File: config.mk
export PLATFORM = sky130hd
export DESIGN_NAME = multi_clock_divider_flat
export DESIGN_NICKNAME = d
export VERILOG_FILES = /design/src/rtl/multi_clock_divider_if.sv /design/src/rtl/multi_clock_divider.sv /design/src/flat_wrapper.sv
export SDC_FILE = /design/constraint.sdc
export NUM_CORES = 1
export LEC_CHECK = 0
export CAP_MARGIN = 10
export CORE_MARGIN = 4
export CORE_UTILIZATION = 51
export CTS_CLUSTER_DIAMETER = 100
export DETAILED_ROUTE_END_ITERATION = 8
export DONT_BUFFER_PORTS = 1
export GPL_ROUTABILITY_DRIVEN = 0
export PLACE_DENSITY = 0.69
export SYNTH_ARGS = -nofsm -noshare
export SYNTH_HDL_FRONTEND = slang
export SYNTH_SLANG_ARGS = --single-unit
File: constraint.sdc
create_clock -name clk -period 2.86 [get_ports clk]
set_input_delay 0.572 -clock clk [delete_from_list [all_inputs] [get_ports clk]]
set_output_delay 0.572 -clock clk [all_outputs]
set_load 0.05 [all_outputs]
File: src/rtl/multi_clock_divider_if.sv
// multi_clock_divider_if
//   Bundles the per-channel control and status vectors of the clock divider.
//   Parameters:
//     NUM_CH : number of divider channels
//     CNT_W  : width of each half-period value
//   Signals:
//     en          per-channel run enable            (master -> slave)
//     half_period packed half-period values,        (master -> slave)
//                 channel i at [i*CNT_W +: CNT_W]
//     load        per-channel capture pulse         (master -> slave)
//     clk_div     per-channel divided clock         (slave -> master)
//     tick        per-channel rising-edge strobe    (slave -> master)
//     pending     per-channel "value waiting" flag  (slave -> master)
interface multi_clock_divider_if #(
  parameter int NUM_CH = 2,
  parameter int CNT_W  = 8
) ();
  logic [NUM_CH-1:0]       en;
  logic [NUM_CH*CNT_W-1:0] half_period;
  logic [NUM_CH-1:0]       load;
  logic [NUM_CH-1:0]       clk_div;
  logic [NUM_CH-1:0]       tick;
  logic [NUM_CH-1:0]       pending;

  modport master (
    output en, half_period, load,
    input  clk_div, tick, pending
  );

  modport slave (
    input  en, half_period, load,
    output clk_div, tick, pending
  );
endinterface

File: src/rtl/multi_clock_divider.sv
// multi_clock_divider
//   Multi-channel, runtime-programmable 50%-duty clock divider. Each channel
//   produces clk_div with period 2*HP clk cycles, a one-cycle tick on every
//   clk_div rising edge and a pending flag while a newly loaded half-period
//   waits for the next period boundary (clk_div falling edge, or immediately
//   when the channel is idle with clk_div low).
//   Ports:
//     clk   : system clock, all logic on the rising edge
//     n_rst : asynchronous active-low reset
//     bus   : multi_clock_divider_if.slave (en, half_period, load in;
//             clk_div, tick, pending out, all registered)
module multi_clock_divider #(
  parameter int NUM_CH   = 2,
  parameter int CNT_W    = 8,
  parameter int RESET_HP = 5
) (
  input  logic                     clk,
  input  logic                     n_rst,
  multi_clock_divider_if.slave     bus
);

  logic [NUM_CH-1:0] clk_div_vec;
  logic [NUM_CH-1:0] tick_vec;
  logic [NUM_CH-1:0] pending_vec;

  genvar gi;
  generate
    for (gi = 0; gi < NUM_CH; gi++) begin : g_ch
      logic [CNT_W-1:0] count_reg;
      logic [CNT_W-1:0] active_hp_reg;
      logic [CNT_W-1:0] pend_hp_reg;
      logic             pend_reg;
      logic             clk_div_reg;
      logic             tick_reg;

      logic [CNT_W-1:0] eff_m1;
      logic             terminal;
      logic             apply;

      always_comb begin
        // A half-period of 0 behaves like 1, so eff-1 is 0 in both cases.
        eff_m1   = (active_hp_reg == '0) ? '0 : (active_hp_reg - CNT_W'(1));
        // >= rather than == so a count stranded above a freshly shrunk
        // half-period terminates at once instead of wrapping.
        terminal = (count_reg >= eff_m1);
        // Boundaries: running and about to fall, or idle with the level low.
        apply    = pend_reg && (bus.en[gi] ? (terminal && clk_div_reg)
                                           : !clk_div_reg);
      end

      always_ff @(posedge clk or negedge n_rst) begin
        if (!n_rst) begin
          count_reg     <= '0;
          active_hp_reg <= CNT_W'(RESET_HP);
          pend_hp_reg   <= '0;
          pend_reg      <= 1'b0;
          clk_div_reg   <= 1'b0;
          tick_reg      <= 1'b0;
        end else begin
          tick_reg <= 1'b0;
          if (bus.en[gi]) begin
            if (terminal) begin
              count_reg   <= '0;
              clk_div_reg <= ~clk_div_reg;
              tick_reg    <= ~clk_div_reg;
            end else begin
              count_reg <= count_reg + CNT_W'(1);
            end
          end else if (apply) begin
            count_reg <= '0;
          end

          // The apply uses the registered pend_hp, so a coincident load is
          // kept for the following boundary.
          if (apply) begin
            active_hp_reg <= pend_hp_reg;
          end

          if (bus.load[gi]) begin
            pend_hp_reg <= bus.half_period[gi*CNT_W +: CNT_W];
            pend_reg    <= 1'b1;
          end else if (apply) begin
            pend_reg <= 1'b0;
          end
        end
      end

      assign clk_div_vec[gi] = clk_div_reg;
      assign tick_vec[gi]    = tick_reg;
      assign pending_vec[gi] = pend_reg;
    end
  endgenerate

  assign bus.clk_div = clk_div_vec;
  assign bus.tick    = tick_vec;
  assign bus.pending = pending_vec;

endmodule
File: src/flat_wrapper.sv
// flat-port wrapper written by rule: the top's interface ports become plain ports
module multi_clock_divider_flat 
#(
  parameter int NUM_CH   = 2,
  parameter int CNT_W    = 8,
  parameter int RESET_HP = 5
)
  (clk, n_rst, bus_en, bus_half_period, bus_load, bus_clk_div, bus_tick, bus_pending);
  multi_clock_divider_if #(.NUM_CH(NUM_CH), .CNT_W(CNT_W)) bus_i ();
  input  logic clk;
  input  logic n_rst;
  input wire logic [$bits(bus_i.en)-1:0] bus_en;
  input wire logic [$bits(bus_i.half_period)-1:0] bus_half_period;
  input wire logic [$bits(bus_i.load)-1:0] bus_load;
  output wire logic [$bits(bus_i.clk_div)-1:0] bus_clk_div;
  output wire logic [$bits(bus_i.tick)-1:0] bus_tick;
  output wire logic [$bits(bus_i.pending)-1:0] bus_pending;
  assign bus_i.en = bus_en;
  assign bus_i.half_period = bus_half_period;
  assign bus_i.load = bus_load;
  assign bus_clk_div = bus_i.clk_div;
  assign bus_tick = bus_i.tick;
  assign bus_pending = bus_i.pending;
  multi_clock_divider #(.NUM_CH(NUM_CH), .CNT_W(CNT_W), .RESET_HP(RESET_HP)) u_core (.clk(clk), .n_rst(n_rst), .bus(bus_i));
endmodule
; ---- After elaboration in Yosys (flattened, before gate mapping)
; Index checks and enable logic that the tools add are counted.
[classes]
n_addsub = 4
magnitude_cmp = 2
n_mux = 18
bitwise = 2
reduce_logical = 14
[ops]
columns = operator, n
row1 = two-way mux 8 bit, 8
row2 = "adder 8 x 1 -> 8 bit, second input constant", 2
row3 = greater-or-equal comparator 8 bit, 2
row4 = logical NOT 8 bit, 2
row5 = "subtractor 8 x 1 -> 8 bit, second input constant", 2
row6 = two-way mux 1 bit, 10
row7 = nonzero test 2 bit, 4
row8 = logical AND 1 bit, 4
row9 = AND reduction 2 bit, 2
row10 = logical NOT 1 bit, 2
row11 = NOT 1 bit, 2
[word_totals]
reg_bits = 54
input_bits = 22
output_inout_bits = 6
elab_cells = 52

; ---- Depth between registers and ports, before layout
; Gate-level depths: netlist of run 1.
[logic_depth]
word_depth = 8
ltp_mapped = 13
mapped_depth_nobuf = 11

; ---- Worst setup path before layout of run 1
; OpenSTA, ideal clock, no wires.
[synth_path]
path_type = reg-to-reg
startpoint = reg u_core.g_ch[1].active_hp_reg[5]
endpoint = reg u_core.g_ch[1].active_hp_reg[1]
arrival_ps = 2784
required_ps = 2737
path_slack_ps = -47
path_stages_with_launch = 11
n_path_buf = 1
period_less_slack_ps = 2907
path_cell_list = dfrtp_1 or3_1 or3_1 and2_1 ha_1 nand2b_4 a2111oi_4 o211ai_2 and3_1 buf_6 o221a_1
[synth_between]
elab_chain_len = 6
elab_cells_between_ends = 7
[synth_rtl]
columns = item, line
row1 = "start, declared", multi_clock_divider.sv:30  ; logic [CNT_W-1:0] active_hp_reg;
row2 = "start signal, assigned", multi_clock_divider.sv:54  ; active_hp_reg <= CNT_W'(RESET_HP);
row3 = "start signal, assigned", multi_clock_divider.sv:76  ; active_hp_reg <= pend_hp_reg;
row4 = subtractor 8 x 1 -> 8 bit / logical NOT 8 bit (equally long branches), multi_clock_divider.sv:42  ; eff_m1 = (active_hp_reg == '0) ? '0 : (active_hp_reg - CNT_W'(1));
row5 = two-way mux 8 bit *, multi_clock_divider.sv:42
row6 = greater-or-equal comparator 8 bit *, multi_clock_divider.sv:45  ; terminal = (count_reg >= eff_m1);
row7 = logical AND 1 bit *, multi_clock_divider.sv:47  ; apply = pend_reg && (bus.en[gi] ? (terminal && clk_div_reg)
row8 = two-way mux 1 bit *, multi_clock_divider.sv:47
row9 = logical AND 1 bit *, multi_clock_divider.sv:47
; Every way passes the cells marked *; elsewhere a longest branch is shown, timed or not.
; A chain may end at the register's enable or synchronous reset.

; ---- Worst setup path after layout of run 1
[layout_path]
startpoint = reg u_core.g_ch[1].active_hp_reg[4]
endpoint = reg u_core.g_ch[1].count_reg[7]
[layout_between]
elab_chain_len = 7
elab_cells_between_ends = 10
[layout_rtl]
columns = item, line
row1 = subtractor 8 x 1 -> 8 bit / logical NOT 8 bit (equally long branches), multi_clock_divider.sv:42
row2 = two-way mux 8 bit *, multi_clock_divider.sv:42
row3 = greater-or-equal comparator 8 bit *, multi_clock_divider.sv:45
row4 = logical AND 1 bit, multi_clock_divider.sv:47
row5 = two-way mux 1 bit, multi_clock_divider.sv:47
row6 = logical AND 1 bit, multi_clock_divider.sv:47
row7 = nonzero test 2 bit (no source line), n/a
row8 = "end signal, assigned", multi_clock_divider.sv:67  ; count_reg <= count_reg + CNT_W'(1);
row9 = "end, declared", multi_clock_divider.sv:29  ; logic [CNT_W-1:0] count_reg;
; Marked as above.

==> impl_metrics.csv, run 1 <==
group,metric,value,unit
yosys,synth_top_area_share,37.7,%
cts,cts_buffers,5,
route,via_per_inst,6.04,
worst_setup_path,r2r_end,"u_core.g_ch[1].count_reg[7]$_DFFE_PN0P_",
worst_setup_path,crit_path_start,"u_core.g_ch[1].active_hp_reg[4]$_DFFE_PN0P_",
power_and_ir_drop,vdd_drop_max,0.477,mV
worst_setup_path,crit_end,"u_core.g_ch[1].count_reg[7]$_DFFE_PN0P_",
floorplanning,core.rowCount,29,
placed_design,place_ws,-0.0554,ns
yosys,synth_area_leaders,"dfrtp_1 38%, ha_1 7.5%, mux2_2 5.4%, nand2_1 3.8%, dfstp_2 3.2%",
worst_setup_path,crit_type,"flop to flop",
timing,rsz0062_at_grt,"yes",
worst_setup_path,endpoint_kind,"flop",
placed_design,place.port_buffers,0,
route,dr.first_iter.drc_count,92,
global_routing,overflow,0,
finish,syn_to_final_growth,14.7,%
yosys,syn_nets,378,
timing,clock_skew,0.0104,ns
global_routing,first_global_vias,2662,
finish,fin_nets,396,
floorplanning,die_y,88.7,um
floorplanning,io_pins,28,
outcome,violations,"negative setup slack",
yosys,async_reset_ff_share,100,%
yosys,synth_top_area_cell,"dfrtp_1",
worst_setup_path,crit_required,3.07,ns
cts,clk_latency,0.31,ns
timing,holdWs,0.0924,ns
worst_setup_path,critPathArrivalTime,3.11,ns
finish,fin_util,60.0,%
timing,period_needed,2.90,ns
route,drc_errors,0,
cts,path_clk_slew,0.10,ns
timing,period_share,102,%
finish,ff_latch_area,1360,sq um
floorplanning,die_w,88.7,um
yosys,synth_ff_type,"dfrtp_1",
run,cap_viol_max_count,0,
yosys,yosysWarnings,0,
floorplanning,die_area,7860,sq um
route,routed-via-count,2610,
hold_path,hold_path.class,"input port to asynchronous set/reset pin",
timing,finalSetupViolCount,1,
placed_design,dp.final_hpwl,5030,um
worst_setup_path,r2r_cells,10,
cts,h-tree-depth,2,
worst_setup_path,path_max_fanout,3,
cts,tritoncts,"yes",
timing,finalHoldViolCount,0,
timing,fmax,0.344,GHz
finish,multi_input_area,1950,sq um
worst_setup_path,startpoint_type,"flop",
yosys,synth_edf_count,0,
finish,antenna_cells,0,
yosys,syn_inst,336,
cts,clockRootBuffer,"clkbuf_8",
yosys,synthTopCellsByCount,"50 x dfrtp_1, 34 x nand2_1, 20 x ha_1",
cts,clock_sinks,54,
power_and_ir_drop,power_density,867,nW/um^2
finish,drive_above_1_share,25.6,%
global_routing,grt_max_degree,51,
global_routing,grtUsageTotal,20.3,%
yosys,yosysMostFrequentCell,"dfrtp_1",
finish,fill_cells,545,
route,firstDrtPassIters,4,
yosys,synth_seq_area_share,40.9,%
floorplanning,initial_core_util,52.3,%
route,wl_per_cell,17.1,um
timing,tightest_slew,0.781,ns
worst_setup_path,r2r_slack,-0.04,ns
outcome,status,"complete, but fails checks",
route,antenna_left,0,
timing,final_max_slew_viol_count,0,
cts,clk_path_buf_depth,2,
route,routed_wl,7380,um
power_and_ir_drop,power_leakage,1.71,nW
timing,worst_slack,-0.0445,ns
worst_setup_path,r2r_start,"u_core.g_ch[1].active_hp_reg[4]$_DFFE_PN0P_",
global_routing,antenna_found_initial,0,
global_routing,grt_pass1_wl,12500,um
floorplanning,fp.coreArea,6350,sq um
yosys,synth-seq-cells,54,
yosys,synth_area,3320,sq um
timing,slew-limit-headroom,48.0,%
yosys,syn_area_per_cell,9.88,sq um
yosys,yosysUniqueCellTypes,52,
## placed cells by master, fill, tap and decap left out, types with 9 or more instances in the layout
master | netlist | final
nand2_1 | 34 | 33
dfrtp_1 | 50 | 50
inv_1 | 12 | 12
and3_1 | 14 | 13
mux2_2 | 16 | 16
nand2b_1 | 12 | 12
nor2_1 | 9 | 9
buf_4 | 6 | 28
o21ai_0 | 10 | 10
ha_1 | 20 | 15
a221o_1 | 9 | 9
a21oi_1 | 17 | 16
## area by class of cell
class,instances,share of cell area (%)
Clock inverter,1,0.131
Inverter,14,1.38
Clock buffer,7,2.27
Timing Repair Buffer,31,6.93
Sequential cell,54,35.6
Multi-Input combinational cell,248,51.1
Tap cell,77,2.53
## worst max-delay path, stage by stage, from the launching register on
cell and delay [ns]:
dfrtp_1 0.39, or3_4 0.39, or3_4 0.38, and2_4 0.16
ha_4 0.20, nand2b_4 0.14, a2111oi_4 0.38, o211ai_2 0.14
buf_6 0.14, or3b_4 0.40, o311ai_4 0.09
## where the power goes
part	internal, mW	switching [mW]
registers	0.974	0.297
clock network	0.196	0.249
logic	0.804	0.781
## metal layers
| layer | GRT usage [%] | vias to the layer above | part of all wire, % |
|---|---|---|---|
| li1 | - | 1271 | - |
| met1 | 26.4 | 1278 | 44 |
| met2 | 34.9 | 47 | 51 |
| met3 | 3.35 | 14 | 3.3 |
| met4 | 5.36 | 0 | 1.6 |
| met5 | 0 | - | 0 |
## stage by stage
step | std cells | setup TNS, ns | power (mW) | cell area [sq um]
2_1_floorplan | 336 | 0 | 2.32 | 3320
3_3_place_gp | 416 | 0 | 2.63 | 3480
3_5_place_dp | 416 | -0.384 | 2.69 | 3480
4_1_cts | 425 | 0 | 3.17 | 3620
5_1_grt | 432 | -0.754 | 3.59 | 3810
6_report | 432 | -0.0445 | 3.30 | 3810
## worst min-delay path by stage
stage | to | slack (ns)
after global placement | u_core.g_ch[1].count_reg[1]$_DFFE_PN0P_ | 0.28
final | u_core.g_ch[0].active_hp_reg[2]$_DFFE_PN1P_ | 0.09
after CTS | u_core.g_ch[0].active_hp_reg[2]$_DFFE_PN1P_ | 0.08
after global routing | u_core.g_ch[0].active_hp_reg[2]$_DFFE_PN1P_ | 0.07
after detailed placement | u_core.g_ch[1].count_reg[1]$_DFFE_PN0P_ | 0.28
after floorplan | u_core.g_ch[0].active_hp_reg[1]$_DFFE_PN0P_ | 0.28
## cell families after synthesis
family / Yosys count / synth area share [%]
buffers and inverters: 34 / 4.90
XOR/XNOR: 9 / 2.38
AND/OR/NAND/NOR: 106 / 16.7
flip-flops: 54 / 40.9
AO/OA/AOI/OAI: 93 / 21.0
adder cells (fa/ha/maj): 20 / 7.54
multiplexers: 20 / 6.64
## repair_timing
action,4_1_cts,5_1_grt
cloned,0,0
hold endpoints to repair,50,0
pin swaps,1,12
hold buffers,1,0
setup endpoints to repair,19,28
resized for setup,5,27
buffers inserted,0,7
Note: power is estimated with default switching activity, not from simulation.
==> run 2: changes to the inputs <==
Settings changed: SKIP_CTS_REPAIR_TIMING from default to 1.
==> run 2 against run 1 <==
Against the previous run: the flow still finishes with violations (negative setup slack); sequential cell count is the same; global-route usage shrank 0.47 points; first-iteration DRC count grew 6.5%; sequential power is essentially flat; worst setup slack gained 0.033 ns; power grew 1.2%; count of clock-buffer cells in the layout is the same; combinational power grew 3%; clock skew shrank 0.0018 ns; final area grew 0.82%; clock power shrank 1%; die area is the same; critical path type unchanged; largest power group unchanged.
==> impl_metrics.csv, run 2 (same netlist as run 1, synthesis figures left out) <==
group,metric,value,unit
power_and_ir_drop,power_density,870,nW/um^2
timing,finalHoldViolCount,0,
floorplanning,die_area,7860,sq um
timing,fmax,0.348,GHz
route,wl_per_cell,17.1,um
floorplanning,io_pins,28,
finish,final_common_cell,"dfrtp_1",
floorplanning,core.rowCount,29,
worst_setup_path,r2r_start,"u_core.g_ch[1].active_hp_reg[4]$_DFFE_PN0P_",
worst_setup_path,cp_num_buf_inv,1,
timing,period_share,100,%
worst_setup_path,crit_chain,"or3_4 -> or3_4 -> and2_4 -> ha_4 -> nand2b_4 -> a2111oi_4 -> o211ai_2 -> buf_6 -> or3b_4 -> o311ai_4",
timing,period_needed,2.87,ns
power_and_ir_drop,swShare,39.8,%
cts,h-tree-depth,2,
placed_design,dp.final_hpwl,5030,um
route,dr.first_iter.drc_count,98,
worst_setup_path,cp_slowest_stage_delay,0.41,ns
floorplanning,initial_core_util,52.3,%
timing,worst_slack,-0.0112,ns
worst_setup_path,crit_type,"flop to flop",
cts,tritoncts,"yes",
power_and_ir_drop,p_int,2.01,mW
route,antenna_left,0,
worst_setup_path,r2r_end,"u_core.g_ch[1].count_reg[7]$_DFFE_PN0P_",
power_and_ir_drop,power.share.clock,13.2,%
timing,holdWs,0.0966,ns
route,firstDrtPassIters,4,
power_and_ir_drop,vdd_drop_max,0.513,mV
placed_design,place_ws,-0.0554,ns
floorplanning,die_w,88.7,um
global_routing,first_global_vias,2645,
cts,clk_latency,0.30,ns
cts,clock_sinks,54,
worst_setup_path,crit_required,3.07,ns
cts,clk_path_buf_depth,2,
timing,tightest_slew,0.780,ns
route,routed_wl,7380,um
timing,rsz0062_at_grt,"yes",
worst_setup_path,r2r_cells,10,
finish,antenna_cells,0,
power_and_ir_drop,comb_power_share,48.6,%
route,routed-via-count,2618,
power_and_ir_drop,netSwitchingPower,1.33,mW
global_routing,grt_pass1_wl,12200,um
run,cap_viol_max_count,0,
global_routing,overflow,0,
global_routing,antenna_found_initial,0,
floorplanning,fp.coreArea,6350,sq um
worst_setup_path,r2r_slack,-0.01,ns
timing,fin_setup_tns,-0.0159,ns
worst_setup_path,startpoint_type,"flop",
finish,fin_nets,396,
global_routing,grtUsageTotal,19.8,%
power_and_ir_drop,p_total,3.34,mW
cts,cts_buffers,5,
timing,clock_skew,0.00858,ns
route,drc_errors,0,
cts,path_clk_slew,0.09,ns
hold_path,hold_path.class,"input port to asynchronous set/reset pin",
floorplanning,die_y,88.7,um
finish,syn_to_final_growth,15.7,%
worst_setup_path,crit_family,"simple AND/OR/NAND/NOR gates",
finish,final_cell_mix,"50 x dfrtp_1, 33 x nand2_1, 27 x buf_4",
power_and_ir_drop,pwr-share-seq,38.2,%
global_routing,grt_max_degree,55,
finish,drive_above_1_share,26.5,%
power_and_ir_drop,power_leakage,1.72,nW
placed_design,place.port_buffers,0,
route,via_per_inst,6.06,
cts,clockRootBuffer,"clkbuf_8",
finish,fin_util,60.5,%
timing,slew-limit-headroom,48.0,%
timing,finalSetupViolCount,2,
worst_setup_path,path_max_fanout,3,
worst_setup_path,cp_slowest_cell,"or3_4",
worst_setup_path,critPathArrivalTime,3.08,ns
worst_setup_path,cpMostUsedCell,"or3_4",
outcome,status,"complete, but fails checks",
worst_setup_path,endpoint_kind,"flop",
outcome,violations,"negative setup slack",
timing,final_max_slew_viol_count,0,
run 2: how the worst max path moves through the flow:
stage / start / end / slack (ns) / depth (start not counted)
floorplan: u_core.g_ch[1].active_hp_reg[5]$_DFFE_PN0P_ / u_core.g_ch[1].active_hp_reg[1]$_DFFE_PN0P_ / 0.001 / 10
global placement: u_core.g_ch[1].active_hp_reg[5]$_DFFE_PN0P_ / u_core.g_ch[1].count_reg[7]$_DFFE_PN0P_ / 0.003 / 10
detailed placement: u_core.g_ch[1].active_hp_reg[5]$_DFFE_PN0P_ / u_core.g_ch[1].active_hp_reg[1]$_DFFE_PN0P_ / -0.06 / 9
CTS: u_core.g_ch[1].active_hp_reg[5]$_DFFE_PN0P_ / u_core.g_ch[1].active_hp_reg[1]$_DFFE_PN0P_ / -0.07 / 9
global route: u_core.g_ch[1].active_hp_reg[4]$_DFFE_PN0P_ / u_core.g_ch[1].count_reg[7]$_DFFE_PN0P_ / -0.10 / 10
finish: u_core.g_ch[1].active_hp_reg[4]$_DFFE_PN0P_ / u_core.g_ch[1].count_reg[7]$_DFFE_PN0P_ / -0.01 / 10
run 2: layer usage:
metal	track usage [%]	wire length, um	part of all wire (%)
met1	25.5	3260	44
met2	34.3	3780	51
met3	3.35	220	3.0
met4	5.36	108	1.5
met5	0	0	0
run 2: area by class of cell:
cell class	count	area [sq um]
clock inverters	1	5.00
repair buffers	31	277
fillers	537	2510
flip-flops and latches	54	1360
well taps	77	96.3
clock buffers	7	86.3
multi-input cells	248	1970
inverters	14	52.6
run 2: metrics by stage:
step | cell area, sq um | instances
2_1_floorplan | 3320 | 336
3_3_place_gp | 3480 | 416
3_5_place_dp | 3480 | 416
4_1_cts | 3570 | 424
5_1_grt | 3840 | 432
6_report | 3840 | 432
run 2: power by group through the flow:
stage | Combinational, mW | Sequential (mW) | Clock (mW)
floorplan | 1.14 | 1.18 | 0
global placement | 1.36 | 1.27 | 0
detailed placement | 1.42 | 1.27 | 0
CTS | 1.43 | 1.26 | 0.453
global route | 1.84 | 1.31 | 0.491
finish | 1.62 | 1.28 | 0.440
